File: config.mk
export PLATFORM = sky130hd
export DESIGN_NAME = wb_soc_reg_slave_flat
export DESIGN_NICKNAME = d
export VERILOG_FILES = /design/src/rtl/wb_soc_reg_slave_pkg.sv /design/src/rtl/wb_soc_reg_slave_if.sv /design/src/rtl/wb_soc_reg_slave.sv /design/src/flat_wrapper.sv
export SDC_FILE = /design/constraint.sdc
export NUM_CORES = 1
export LEC_CHECK = 0
export BUFFER_PORTS_ARGS = -buffer_cell sky130_fd_sc_hd__buf_4
export CORE_MARGIN = 8
export CORE_UTILIZATION = 44
export DETAILED_ROUTE_END_ITERATION = 6
export PLACE_DENSITY_LB_ADDON = 0.1
export SLEW_MARGIN = 20
export SYNTH_ARGS = -nofsm -noshare
export SYNTH_HDL_FRONTEND = slang
export SYNTH_SLANG_ARGS = --single-unit
File: constraint.sdc
create_clock -name p_clk -period 2.86 [get_ports p_clk]
set_clock_uncertainty 0.1 [all_clocks]
set_input_delay 0.143 -clock p_clk [delete_from_list [all_inputs] [get_ports p_clk]]
set_output_delay 0.143 -clock p_clk [all_outputs]
set_load 0.01 [all_outputs]
File: src/rtl/wb_soc_reg_slave_pkg.sv
// Register offsets and bit positions for the SoC peripheral register slave.
// Offsets are word indices, decoded from WB byte-address bits [4:2].
package wb_soc_reg_pkg;

  localparam logic [2:0] OFF_BASE   = 3'd0;
  localparam logic [2:0] OFF_CTRL   = 3'd1;
  localparam logic [2:0] OFF_STATUS = 3'd2;
  localparam logic [2:0] OFF_IRQEN  = 3'd3;

  localparam int CTRL_RUN_BIT    = 0;
  localparam int STATUS_PEND_BIT = 0;
  localparam int IRQEN_BIT       = 0;

  function automatic logic is_mapped(input logic [2:0] off);
    return off <= OFF_IRQEN;
  endfunction

endpackage

File: src/rtl/wb_soc_reg_slave_if.sv
// Wishbone classic bus bundle between the system bus master and the register slave.
interface wb_soc_reg_slave_if;
  logic [31:0] DAT_I;
  logic [31:0] DAT_O;
  logic [31:0] ADR_I;
  logic        ACK_O;
  logic        CYC_I;
  logic        ERR_O;
  logic        LOCK_I;
  logic        RTY_O;
  logic [3:0]  SEL_I;
  logic        STB_I;
  logic        WE_I;

  modport master (
    output DAT_I, ADR_I, CYC_I, LOCK_I, SEL_I, STB_I, WE_I,
    input  DAT_O, ACK_O, ERR_O, RTY_O
  );

  modport slave (
    input  DAT_I, ADR_I, CYC_I, LOCK_I, SEL_I, STB_I, WE_I,
    output DAT_O, ACK_O, ERR_O, RTY_O
  );
endinterface

File: src/rtl/wb_soc_reg_slave.sv
// Wishbone register bank: frame-buffer BASE, run flag, edge-triggered IRQ with W1C status.
// Single-cycle registered ACK/ERR; the 1-cycle response pulse blocks back-to-back requests.
module wb_soc_reg_slave #(
  parameter logic [31:0] BASE_RST  = 32'h4100_0000,
  parameter logic        IRQEN_RST = 1'b1
) (
  input  logic               p_clk,
  input  logic               p_reset,
  input  logic               raise_irq,
  output logic               irq,
  output logic [31:0]        module_register,
  output logic               initialized,
  output logic               written,
  wb_soc_reg_slave_if.slave  p_wb
);
  import wb_soc_reg_pkg::*;

  logic        pending;
  logic        irq_en;
  logic        raise_q;
  logic        ack_q;
  logic        err_q;
  logic [31:0] dat_q;
  logic [31:0] rd_mux;
  logic [2:0]  off;
  logic        req;
  logic        mapped;
  logic        wr;
  logic        w1c;
  logic        irq_event;
  logic        unused_ok;

  assign off       = p_wb.ADR_I[4:2];
  assign mapped    = is_mapped(off);
  assign req       = p_wb.CYC_I & p_wb.STB_I & ~ack_q & ~err_q;
  assign wr        = req & p_wb.WE_I & mapped;
  assign w1c       = wr & (off == OFF_STATUS) & p_wb.SEL_I[0] & p_wb.DAT_I[STATUS_PEND_BIT];
  assign irq_event = raise_irq & ~raise_q;

  assign p_wb.ACK_O = ack_q;
  assign p_wb.ERR_O = err_q;
  assign p_wb.DAT_O = dat_q;
  assign p_wb.RTY_O = 1'b0;

  assign unused_ok = ^{p_wb.LOCK_I, p_wb.ADR_I[31:5], p_wb.ADR_I[1:0]};

  always_comb begin
    rd_mux = '0;
    case (off)
      OFF_BASE:   rd_mux = module_register;
      OFF_CTRL:   rd_mux[CTRL_RUN_BIT] = written;
      OFF_STATUS: rd_mux[STATUS_PEND_BIT] = pending;
      OFF_IRQEN:  rd_mux[IRQEN_BIT] = irq_en;
      default:    rd_mux = '0;
    endcase
  end

  always_ff @(posedge p_clk or posedge p_reset) begin
    if (p_reset) begin
      module_register <= BASE_RST;
      initialized     <= 1'b0;
      written         <= 1'b0;
      pending         <= 1'b0;
      irq_en          <= IRQEN_RST;
      raise_q         <= 1'b0;
      irq             <= 1'b0;
      ack_q           <= 1'b0;
      err_q           <= 1'b0;
      dat_q           <= '0;
    end else begin
      ack_q   <= req & mapped;
      err_q   <= req & ~mapped;
      dat_q   <= (req & mapped) ? rd_mux : 32'h0;
      raise_q <= raise_irq;
      irq     <= pending & irq_en;

      // A new peripheral event outranks a simultaneous software clear.
      if (irq_event)
        pending <= 1'b1;
      else if (w1c)
        pending <= 1'b0;

      if (wr) begin
        case (off)
          OFF_BASE: begin
            for (int b = 0; b < 4; b++)
              if (p_wb.SEL_I[b])
                module_register[8*b +: 8] <= p_wb.DAT_I[8*b +: 8];
            initialized <= 1'b1;
          end
          OFF_CTRL:
            if (p_wb.SEL_I[0]) written <= p_wb.DAT_I[CTRL_RUN_BIT];
          OFF_IRQEN:
            if (p_wb.SEL_I[0]) irq_en <= p_wb.DAT_I[IRQEN_BIT];
          default: ;
        endcase
      end
    end
  end

endmodule

File: src/flat_wrapper.sv
// flat-port wrapper written by rule: the top's interface ports become plain ports
module wb_soc_reg_slave_flat import wb_soc_reg_pkg::*;
#(
  parameter logic [31:0] BASE_RST  = 32'h4100_0000,
  parameter logic        IRQEN_RST = 1'b1
)
  (p_clk, p_reset, raise_irq, irq, module_register, initialized, written, p_wb_DAT_I, p_wb_ADR_I, p_wb_CYC_I, p_wb_LOCK_I, p_wb_SEL_I, p_wb_STB_I, p_wb_WE_I, p_wb_DAT_O, p_wb_ACK_O, p_wb_ERR_O, p_wb_RTY_O);
  wb_soc_reg_slave_if p_wb_i ();
  input  logic p_clk;
  input  logic p_reset;
  input  logic raise_irq;
  output logic irq;
  output logic [31:0] module_register;
  output logic initialized;
  output logic written;
  input wire logic [$bits(p_wb_i.DAT_I)-1:0] p_wb_DAT_I;
  input wire logic [$bits(p_wb_i.ADR_I)-1:0] p_wb_ADR_I;
  input wire logic [$bits(p_wb_i.CYC_I)-1:0] p_wb_CYC_I;
  input wire logic [$bits(p_wb_i.LOCK_I)-1:0] p_wb_LOCK_I;
  input wire logic [$bits(p_wb_i.SEL_I)-1:0] p_wb_SEL_I;
  input wire logic [$bits(p_wb_i.STB_I)-1:0] p_wb_STB_I;
  input wire logic [$bits(p_wb_i.WE_I)-1:0] p_wb_WE_I;
  output wire logic [$bits(p_wb_i.DAT_O)-1:0] p_wb_DAT_O;
  output wire logic [$bits(p_wb_i.ACK_O)-1:0] p_wb_ACK_O;
  output wire logic [$bits(p_wb_i.ERR_O)-1:0] p_wb_ERR_O;
  output wire logic [$bits(p_wb_i.RTY_O)-1:0] p_wb_RTY_O;
  assign p_wb_i.DAT_I = p_wb_DAT_I;
  assign p_wb_i.ADR_I = p_wb_ADR_I;
  assign p_wb_i.CYC_I = p_wb_CYC_I;
  assign p_wb_i.LOCK_I = p_wb_LOCK_I;
  assign p_wb_i.SEL_I = p_wb_SEL_I;
  assign p_wb_i.STB_I = p_wb_STB_I;
  assign p_wb_i.WE_I = p_wb_WE_I;
  assign p_wb_DAT_O = p_wb_i.DAT_O;
  assign p_wb_ACK_O = p_wb_i.ACK_O;
  assign p_wb_ERR_O = p_wb_i.ERR_O;
  assign p_wb_RTY_O = p_wb_i.RTY_O;
  wb_soc_reg_slave #(.BASE_RST(BASE_RST), .IRQEN_RST(IRQEN_RST)) u_core (.p_clk(p_clk), .p_reset(p_reset), .raise_irq(raise_irq), .irq(irq), .module_register(module_register), .initialized(initialized), .written(written), .p_wb(p_wb_i));
endmodule
==> impl_metrics.yaml, run 1 <==
clock_tree:
  clk_pin_slew_worst_paths_ps: 70
  htreeDepth: 3
  clock_sink_count: 72
  cts_root_buffer: "clkbuf_8"
  tritoncts.num_buffers: 9
  ctsHoldBuffers: 35
  clockBufferDepth: 2
  post_cts_resized: 0
  insertion_delay_ps: 330
  tritoncts: "done"
  cts_post_setup_buffers_inserted: 0
finish:
  finish.net_count: 400
  finalInstanceArea_sq_um: 4140
  area.sequential_sq_um: 1810
  area_of_the_multi_input_gates_sq_um: 790
  drive_gt1_share_pct: 53.6
  final-instance-count-excl-fill: 406
  areaGrowthSynthToFinish_pct: 57.3
  final.fill_count: 433
synth:
  netlist_top_cells_count: "69 x dfrtp_1, 34 x mux2_2, 30 x and3_1"
  yosysWarningCount: 0
  synth_ff_type: "dfrtp_1"
  synth.top_cell.area_share_pct: 65.6
  synth-seq-cells: 72
  seq_area_frac_synth_pct: 68.6
  post-synth-top-count-cell: "dfrtp_1"
  synth.distinct_cells: 23
  ys_async_sr_fraction_pct: 100
  avgSynthCellArea_sq_um: 15.4
  synth_area_leaders: "dfrtp_1 66%, mux2_2 15%, and3_1 7.1%, dfstp_2 3.0%, nand4_2 1.9%"
  synthCells: 171
  synth_cell_area_sq_um: 2630
  post_synth_edffs: 0
  synthesis.nets: 246
  synth_area_leader_cell: "dfrtp_1"
drt:
  post_drt_via_cell_ratio: 4.77
  postRouteWirelength_microns: 6650
  route.detailed.drc: 0
  drt-pass1-iter-count: 4
  drt_first_iter_violations: 65
  wl_per_cell_microns: 16.4
  drt.antenna.violating_nets: 0
  routed-via-count: 1935
critical_path:
  cp_cell_sequence: "nor4bb_4 > buf_4 > nand4_2 > mux2_2"
  reg2reg_setup_slack_ps: 860
  worstReg2RegEnd: "u_core.module_register[7]$_DFFE_PP0P_"
  critical_path_peak_fanout: 37
  crit_path_top_delay_cell: "dfrtp_1"
  crit_path_start_kind: "flip-flop"
  required_time_worst_endpoint_ps: 2970
  crit_path_end_kind: "flip-flop"
  reg2regPathDepth: 4
  crit_path_max_incr_delay_ps: 420
  setup.worst_path.end: "u_core.module_register[7]$_DFFE_PP0P_"
  critical_path_class: "flip-flop to flip-flop"
  startpoint: "u_core.p_wb.ERR_O$_DFF_PP0_"
  critPathArrivalTime_ps: 2110
  reg2reg_from: "u_core.p_wb.ERR_O$_DFF_PP0_"
grt:
  grt_remaining_overflow: 0
  grtUsageTotal_pct: 15.7
  grt_first_pass_wirelength_microns: 10500
  grt_max_degree: 40
  grt_pass1_vias: 2071
  grt_antenna_before_repair: 1
timing:
  whs_ps: 28.4
  fin_setup_tns_ps: 0
  min_period_over_period_pct: 70.0
  final_number_of_max_transition_violations: 0
  maxClockFrequency_mhz: 500
  timing_hold_violations_final: 0
  final.min_clock_period_ps: 2000
  finalSetupViolCount: 0
  worstMarginPinSlew_ps: 696
  worst_slew_margin_rel_pct: 53.5
  unrepaired_setup_endpoints_after_global_routing: "no"
floorplanning:
  fp.dieH_microns: 93.4
  die_w_microns: 93.4
  top_level_ports: 145
  start_util_pct: 45.0
  die_area_sq_um: 8720
  fp-row-count: 28
  core_sq_um: 5850
placement:
  hpwlAfterDp_microns: 4560
  place.gp.congestion: 0.726
  dpl-instance-area_sq_um: 3590
  port-buffer-count: 113
  place_inst: 354
status:
  outcome: "completed"
pwr:
  ir_worst_vdd_mv: 0.421
  leakage_nw: 2.32
  power_density_nw_per_um2: 554
  post-layout-total-power_mw: 2.29
hold_path:
  timing.hold.worst.class: "input pin to flip-flop"
job:
  max_cap_violations: 0
-- sequential cells by signal, indices dropped and copies added (netlist names) --
| register | count |
|---|---|
| u_core.p_wb.DAT_O | 32 |
| u_core.module_register | 32 |
| u_core.p_wb.ACK_O | 1 |
| u_core.written | 1 |
| u_core.irq_en | 1 |
| u_core.irq | 1 |
| u_core.initialized | 1 |
| u_core.raise_q | 1 |
| u_core.pending | 1 |
| u_core.p_wb.ERR_O | 1 |
-- per-stage QoR --
step	utilization (%)	worst slack (ps)
floorplan	-	797
global placement	61.4	883
detailed placement	61.4	855
CTS	70.8	840
global route	70.8	742
finish	70.8	859
-- kinds of logic (layout without fill, tap and decap cells) --
family	after synthesis	in the layout	share of synthesized area [%]
and+or+nand+nor	49	49	13.2
DFF	72	72	68.6
buffers and inverters	12	171	2.04
other	1	2	0.142
AOI/OAI and AO/OA	2	2	0.570
muxes	35	35	15.5
-- final cells by class --
cell class / count / area share [%]
flip-flops and latches: 72 / 43.6
repair buffers: 152 / 30.0
multi-input cells: 87 / 19.1
clock buffers: 13 / 3.84
well taps: 75 / 2.27
clock inverters: 3 / 0.966
inverters: 3 / 0.272
diodes: 1 / 0.0604
-- metal layers --
layer	part of all wire (%)	routed length (microns)	global-route usage (%)
met5	0	0	0
met4	2.8	187	10.7
met3	7.6	507	5.29
met2	52	3490	27.0
met1	37	2470	15.8
-- critical path: cells and delay by family, from the launching register on --
family,cells,cell delay [ps]
AND/OR/NAND/NOR,2,620
flip-flops,1,420
multiplexers,1,380
buffers and inverters,1,350
-- report_power, final --
part / leakage, nW / internal [mW] / switching, mW / total [mW]
clock network: 0.103 / 0.449 / 0.357 / 0.806
logic: 1.25 / 0.210 / 0.141 / 0.351
registers: 0.966 / 1.09 / 0.0449 / 1.14
-- worst min-delay path by stage --
stage	start	to	slack, ps	cells after the start
3_5_place_dp	raise_irq	u_core.raise_q$_DFF_PP0_	160	1
3_3_place_gp	raise_irq	u_core.raise_q$_DFF_PP0_	160	1
6_report	p_wb_WE_I	u_core.initialized$_DFFE_PP0P_	30	2
4_1_cts	p_wb_WE_I	u_core.initialized$_DFFE_PP0P_	20	2
5_1_grt	p_wb_WE_I	u_core.initialized$_DFFE_PP0P_	30	2
2_1_floorplan	raise_irq	u_core.raise_q$_DFF_PP0_	70	0
-- layout by cell type, fill, tap and decap left out, drive strengths merged --
cell / Yosys / final
mux4: 1 / 1
nor4: 3 / 3
nand2: 2 / 2
nand4: 4 / 4
nor4bb: 1 / 1
inv: 3 / 3
dlygate4sd3: 0 / 35
bufinv: 0 / 1
o22ai: 1 / 1
or2b: 1 / 1
and3: 31 / 31
mux2: 34 / 34
dfrtp: 69 / 69
buf: 3 / 117
nand4bb: 1 / 1
conb: 1 / 1
nand3b: 1 / 1
and2: 3 / 3
clkinv: 0 / 2
a31o: 1 / 1
diode: 0 / 1
nor2: 1 / 1
clkbuf: 6 / 13
nor3: 1 / 1
dfstp: 3 / 3
No activity file was read; power rests on OpenSTA's default activity.
==> inputs of run 2 (changes only) <==
--- a/config.mk
+++ b/config.mk
@@ -7,7 +7,7 @@
 export LEC_CHECK = 0
 export BUFFER_PORTS_ARGS = -buffer_cell sky130_fd_sc_hd__buf_4
 export CORE_MARGIN = 8
-export CORE_UTILIZATION = 44
+export CORE_UTILIZATION = 40
 export DETAILED_ROUTE_END_ITERATION = 6
 export PLACE_DENSITY_LB_ADDON = 0.1
 export SLEW_MARGIN = 20
==> constraint.sdc (replaced) <==
create_clock -name p_clk -period 1.7 [get_ports p_clk]
set_clock_uncertainty 0.1 [all_clocks]
set_input_delay 0.085 -clock p_clk [delete_from_list [all_inputs] [get_ports p_clk]]
set_output_delay 0.085 -clock p_clk [all_outputs]
set_load 0.01 [all_outputs]
==> impl_metrics.yaml, run 2 (same netlist as run 1, synthesis figures left out) <==
finish:
  layout.cells.most_common_list: "122 x buf_4, 69 x dfrtp_1, 37 x dlygate4sd3_1"
  areaGrowthSynthToFinish_pct: 63.7
  antennaDiodeCount: 0
  layout.cells.most_common: "buf_4"
  drive_gt1_share_pct: 54.5
  final.fill_count: 443
  finish.net_count: 411
  finalInstanceArea_sq_um: 4310
status:
  violations: "negative setup slack"
  outcome: "finished, violations left"
drt:
  routed-via-count: 1993
  post_drt_via_cell_ratio: 4.77
  postRouteWirelength_microns: 7030
  drt-pass1-iter-count: 4
  route.detailed.drc: 0
  drt_first_iter_violations: 31
  wl_per_cell_microns: 16.8
  drt.antenna.violating_nets: 0
critical_path:
  startpoint: "u_core.p_wb.ACK_O$_DFF_PP0_"
  cp_cell_sequence: "nor4bb_4 > buf_12 > nand4_4 > mux2_2"
  cpLargestDelayFamily: "simple AND/OR/NAND/NOR gates"
  critPathArrivalTime_ps: 1830
  reg2reg_from: "u_core.p_wb.ACK_O$_DFF_PP0_"
  critical_path_peak_fanout: 8
  crit_path_start_kind: "flip-flop"
  crit_path_max_incr_delay_ps: 420
  crit_path_top_delay_cell: "dfrtp_1"
  critical_path_class: "flip-flop to flip-flop"
  required_time_worst_endpoint_ps: 1820
  cp_num_buf_inv: 1
  crit_path_end_kind: "flip-flop"
clock_tree:
  clockBufferDepth: 2
  tritoncts.num_buffers: 9
  clk_pin_slew_worst_paths_ps: 70
  tritoncts: "done"
  cts_root_buffer: "clkbuf_8"
  insertion_delay_ps: 330
  htreeDepth: 3
  clock_sink_count: 72
pwr:
  netSwitchingPower_mw: 0.919
  sw_frac_of_total_pct: 23.3
  seq_power_share_pct: 48.4
  power_density_nw_per_um2: 917
  clock_power_share_pct: 35.8
  ir_worst_vdd_mv: 0.645
  leakage_nw: 2.35
  power_report.internal_total_mw: 3.03
  power_frac_comb_pct: 15.8
placement:
  dpl-instance-area_sq_um: 3680
  port-buffer-count: 113
  place.gp.congestion: 0.757
  post_place_setup_slack_ps: -141
  hpwlAfterDp_microns: 4830
floorplanning:
  fp.dieH_microns: 97.1
  core_sq_um: 6350
  top_level_ports: 145
  die_w_microns: 97.1
  die_area_sq_um: 9440
  fp-row-count: 29
  start_util_pct: 41.5
timing:
  setup_ws_ps: -15.1
  worstMarginPinSlew_ps: 638
  unrepaired_setup_endpoints_after_global_routing: "yes"
  final_number_of_max_transition_violations: 0
  maxClockFrequency_mhz: 583
  final.min_clock_period_ps: 1720
  timing_hold_violations_final: 0
  min_period_over_period_pct: 101
  worst_slew_margin_rel_pct: 57.3
  finalSetupViolCount: 2
hold_path:
  hold_start: "p_wb_ADR_I[3]"
  timing.hold.worst.class: "input pin to flip-flop"
grt:
  grt_antenna_before_repair: 0
  grt_remaining_overflow: 0
  grtUsageTotal_pct: 15.5
  grt_pass1_vias: 2268
  grt_first_pass_wirelength_microns: 11800
  grt_max_degree: 73
job:
  max_cap_violations: 0
[run 2: final timing paths]
check,cells after the start,endpoint,slack (ps)
worst max-delay path,4,u_core.module_register[18]$_DFFE_PP0P_,-20
worst min register to register,1,u_core.pending$_DFFE_PP0P_,340
max in group asynchronous,4,u_core.irq_en$_DFFE_PP1P_,880
worst min-delay path,3,u_core.p_wb.DAT_O[0]$_DFF_PP0_,50
min in group asynchronous,4,u_core.irq$_DFF_PP0_,310
worst max register to register,4,u_core.module_register[18]$_DFFE_PP0P_,-20
[run 2: power by group through the flow]
| stage | logic [mW] | registers, mW | clock network, mW |
|---|---|---|---|
| after floorplan | 0.165 | 1.99 | 0 |
| after global placement | 0.547 | 1.94 | 0 |
| after detailed placement | 0.554 | 1.94 | 0 |
| after CTS | 0.633 | 1.91 | 1.45 |
| after global routing | 0.678 | 1.93 | 1.52 |
| final | 0.624 | 1.91 | 1.41 |
[run 2: what timing repair did]
action,in CTS,in global routing
resized for setup,4,2
setup endpoints to repair,32,40
setup buffers,2,0
hold buffers,37,0
hold endpoints to repair,109,0
pin swaps,3,1
[run 2: through the flow]
| stage | setup TNS (ps) | power [mW] | utilization [%] | instances | hold slack, ps |
|---|---|---|---|---|---|
| 3_5_place_dp | -2590 | 2.50 | 58.0 | 364 | 107 |
| 2_1_floorplan | 0 | 2.15 | - | 171 | 16.4 |
| 5_1_grt | -1820 | 4.13 | 67.9 | 418 | 72.3 |
| 6_report | -25.9 | 3.95 | 67.9 | 418 | 51.8 |
| 3_3_place_gp | -2580 | 2.48 | 58.0 | 364 | 107 |
| 4_1_cts | -231 | 4.00 | 67.8 | 419 | 35.2 |
[run 2: worst register-to-register path, delay by kind of cell, from the launching register on]
| kind | cells | cell delay [ps] |
|---|---|---|
| AND/OR/NAND/NOR | 2 | 560 |
| flip-flops | 1 | 420 |
| multiplexers | 1 | 350 |
| buffers and inverters | 1 | 180 |
[run 2: cell type report]
cell class	count	area, sq um	share of cell area, %
Timing Repair Buffer	163	1360	31.5
Tap cell	77	96.3	2.24
Clock inverter	4	70.1	1.63
Clock buffer	12	135	3.13
Sequential cell	72	1810	41.9
Inverter	3	15.0	0.348
Multi-Input combinational cell	87	831	19.3
[run 2: layer usage]
layer	routed length [microns]	track usage (%)	up-vias
met3	549	6.05	10
met4	106	6.04	0
met1	2770	16.3	976
met2	3600	27.0	69
li1	-	-	938
met5	0	0	-
==> inputs of run 3 (changes only) <==
--- a/config.mk
+++ b/config.mk
@@ -6,8 +6,10 @@
 export NUM_CORES = 1
 export LEC_CHECK = 0
 export BUFFER_PORTS_ARGS = -buffer_cell sky130_fd_sc_hd__buf_4
+export CELL_PAD_IN_SITES_DETAIL_PLACEMENT = 0
+export CELL_PAD_IN_SITES_GLOBAL_PLACEMENT = 1
 export CORE_MARGIN = 8
-export CORE_UTILIZATION = 40
+export CORE_UTILIZATION = 30
 export DETAILED_ROUTE_END_ITERATION = 6
 export PLACE_DENSITY_LB_ADDON = 0.1
 export SLEW_MARGIN = 20
==> impl_metrics.yaml, run 3 (same netlist as run 1, synthesis figures left out) <==
drt:
  routed-via-count: 1997
  drt_first_iter_violations: 43
  drt.antenna.violating_nets: 0
  postRouteWirelength_microns: 7350
  drt-pass1-iter-count: 4
  route.detailed.drc: 0
  wl_per_cell_microns: 16.3
  post_drt_via_cell_ratio: 4.43
critical_path:
  cpLargestDelayFamily: "simple AND/OR/NAND/NOR gates"
  required_time_worst_endpoint_ps: 1830
  crit_path_end_kind: "flip-flop"
  crit_path_start_kind: "flip-flop"
  startpoint: "u_core.p_wb.ACK_O$_DFF_PP0_"
  crit_path_max_incr_delay_ps: 420
  crit_path_top_delay_cell: "dfrtp_1"
  critical_path_class: "flip-flop to flip-flop"
  critPathArrivalTime_ps: 1800
  critical_path_peak_fanout: 8
  reg2reg_from: "u_core.p_wb.ACK_O$_DFF_PP0_"
  crit_path_frequent_cell: "buf_6"
  worstReg2RegEnd: "u_core.module_register[17]$_DFFE_PP0P_"
  cp_cell_sequence: "nor4bb_4 > buf_6 > nand4_4 > buf_6 > mux2_2"
  reg2reg_setup_slack_ps: 30
  reg2regPathDepth: 5
  cp_num_buf_inv: 2
job:
  max_cap_violations: 0
grt:
  grt_pass1_vias: 2231
  grt_remaining_overflow: 0
  grt_max_degree: 32
  grt_first_pass_wirelength_microns: 11600
  grt_antenna_before_repair: 0
  grtUsageTotal_pct: 12.7
clock_tree:
  tritoncts.num_buffers: 9
  insertion_delay_ps: 340
  cts_root_buffer: "clkbuf_8"
  htreeDepth: 3
  clockBufferDepth: 2
  tritoncts: "done"
  clock_sink_count: 72
  clk_pin_slew_worst_paths_ps: 80
finish:
  area_of_the_multi_input_gates_sq_um: 852
  antennaDiodeCount: 0
  final-instance-count-excl-fill: 451
  areaGrowthSynthToFinish_pct: 67.4
  final.fill_count: 799
  layout.cells.most_common: "buf_4"
  drive_gt1_share_pct: 56.9
  finish.net_count: 413
  layout.cells.most_common_list: "121 x buf_4, 69 x dfrtp_1, 36 x dlygate4sd3_1"
  area.sequential_sq_um: 1810
floorplanning:
  start_util_pct: 30.5
  fp.dieH_microns: 110
  top_level_ports: 145
  core_sq_um: 8640
  die_area_sq_um: 12000
  die_w_microns: 110
  fp-row-count: 34
timing:
  unrepaired_setup_endpoints_after_global_routing: "yes"
  worst_slew_margin_rel_pct: 65.0
  final_number_of_max_transition_violations: 0
  final.min_clock_period_ps: 1670
  maxClockFrequency_mhz: 599
  finalSetupViolCount: 0
  timing_hold_violations_final: 0
  worstMarginPinSlew_ps: 523
  min_period_over_period_pct: 98.3
  whs_ps: 4.27
  setup_ws_ps: 29.3
pwr:
  netSwitchingPower_mw: 0.956
  clock_power_share_pct: 35.8
  power_report.internal_total_mw: 3.01
  seq_power_share_pct: 48.2
  leakage_nw: 2.37
  power_frac_comb_pct: 16.0
  ir_worst_vdd_mv: 0.460
  sw_frac_of_total_pct: 24.1
  power_density_nw_per_um2: 900
hold_path:
  timing.hold.worst.class: "input pin to flip-flop"
  worst_hold_path.num_cells: 3
  min_to: "u_core.p_wb.ACK_O$_DFF_PP0_"
  hold_start: "p_wb_CYC_I"
placement:
  port-buffer-count: 113
  place.gp.congestion: 0.693
  place_inst: 398
  hpwlAfterDp_microns: 5230
  post_place_setup_slack_ps: -84.9
status:
  outcome: "completed"
## run 3: cell count changes in the layout (fill, tap and decap cells not counted), moves of 2 or more
cell      before  now
buf_6          1    5
nor4_1         2    0
clkbuf_1       3    0
nor4_2         1    3
clkbuf_8       9   12
## run 3: area by class of cell
cell class | count | area share, %
flip-flops and latches | 72 | 40.9
repair buffers | 165 | 31.4
multi-input cells | 87 | 19.3
clock buffers | 12 | 3.75
well taps | 108 | 3.06
clock inverters | 4 | 1.16
inverters | 3 | 0.341
## run 3: worst reg2reg max path: cells and delay by family (launching register included)
| family | cells | cell delay (ps) |
|---|---|---|
| and+or+nand+nor | 2 | 430 |
| DFF | 1 | 420 |
| buffers and inverters | 2 | 360 |
| muxes | 1 | 260 |
## run 3: repair_timing
| action | in CTS | in global routing |
|---|---|---|
| setup endpoints to repair | 20 | 33 |
| pin swaps | 1 | 6 |
| setup buffers | 0 | 1 |
| resized for setup | 3 | 11 |
| hold buffers | 36 | 0 |
| hold endpoints to repair | 58 | 0 |
## run 3: worst max path at each step
stage,endpoint,cells after the start,slack [ps]
2_1_floorplan,u_core.module_register[0]$_DFFE_PP0P_,4,80
3_3_place_gp,u_core.module_register[3]$_DFFE_PP0P_,4,-100
3_5_place_dp,u_core.module_register[29]$_DFFE_PP0P_,4,-80
4_1_cts,u_core.irq_en$_DFFE_PP1P_,4,2
5_1_grt,u_core.module_register[27]$_DFFE_PP0P_,4,-60
6_report,u_core.module_register[17]$_DFFE_PP0P_,5,30
## run 3: power by group through the flow
stage	sequential (mW)	clock [mW]	combinational, mW
global placement	1.94	0	0.563
detailed placement	1.95	0	0.565
global route	1.93	1.54	0.688
finish	1.91	1.42	0.636
CTS	1.91	1.47	0.638
floorplan	1.99	0	0.165
## run 3: metrics by stage
stage	cell area (sq um)	total power [mW]	setup TNS (ps)	utilization [%]
4_1_cts	4340	4.02	0	50.3
6_report	4410	3.97	0	51.1
3_5_place_dp	3740	2.51	-1050	43.3
3_3_place_gp	3740	2.50	-1390	43.3
2_1_floorplan	2640	2.15	0	-
5_1_grt	4410	4.16	-950	51.1
## run 3: metal layers
metal  GRT usage [%]  vias up  part of all wire [%]
li1                -      939                     -
met4            4.63        0                  0.94
met2            21.0       64                    53
met5               0        -                     0
met3            6.68        8                    10
met1            13.6      986                    36
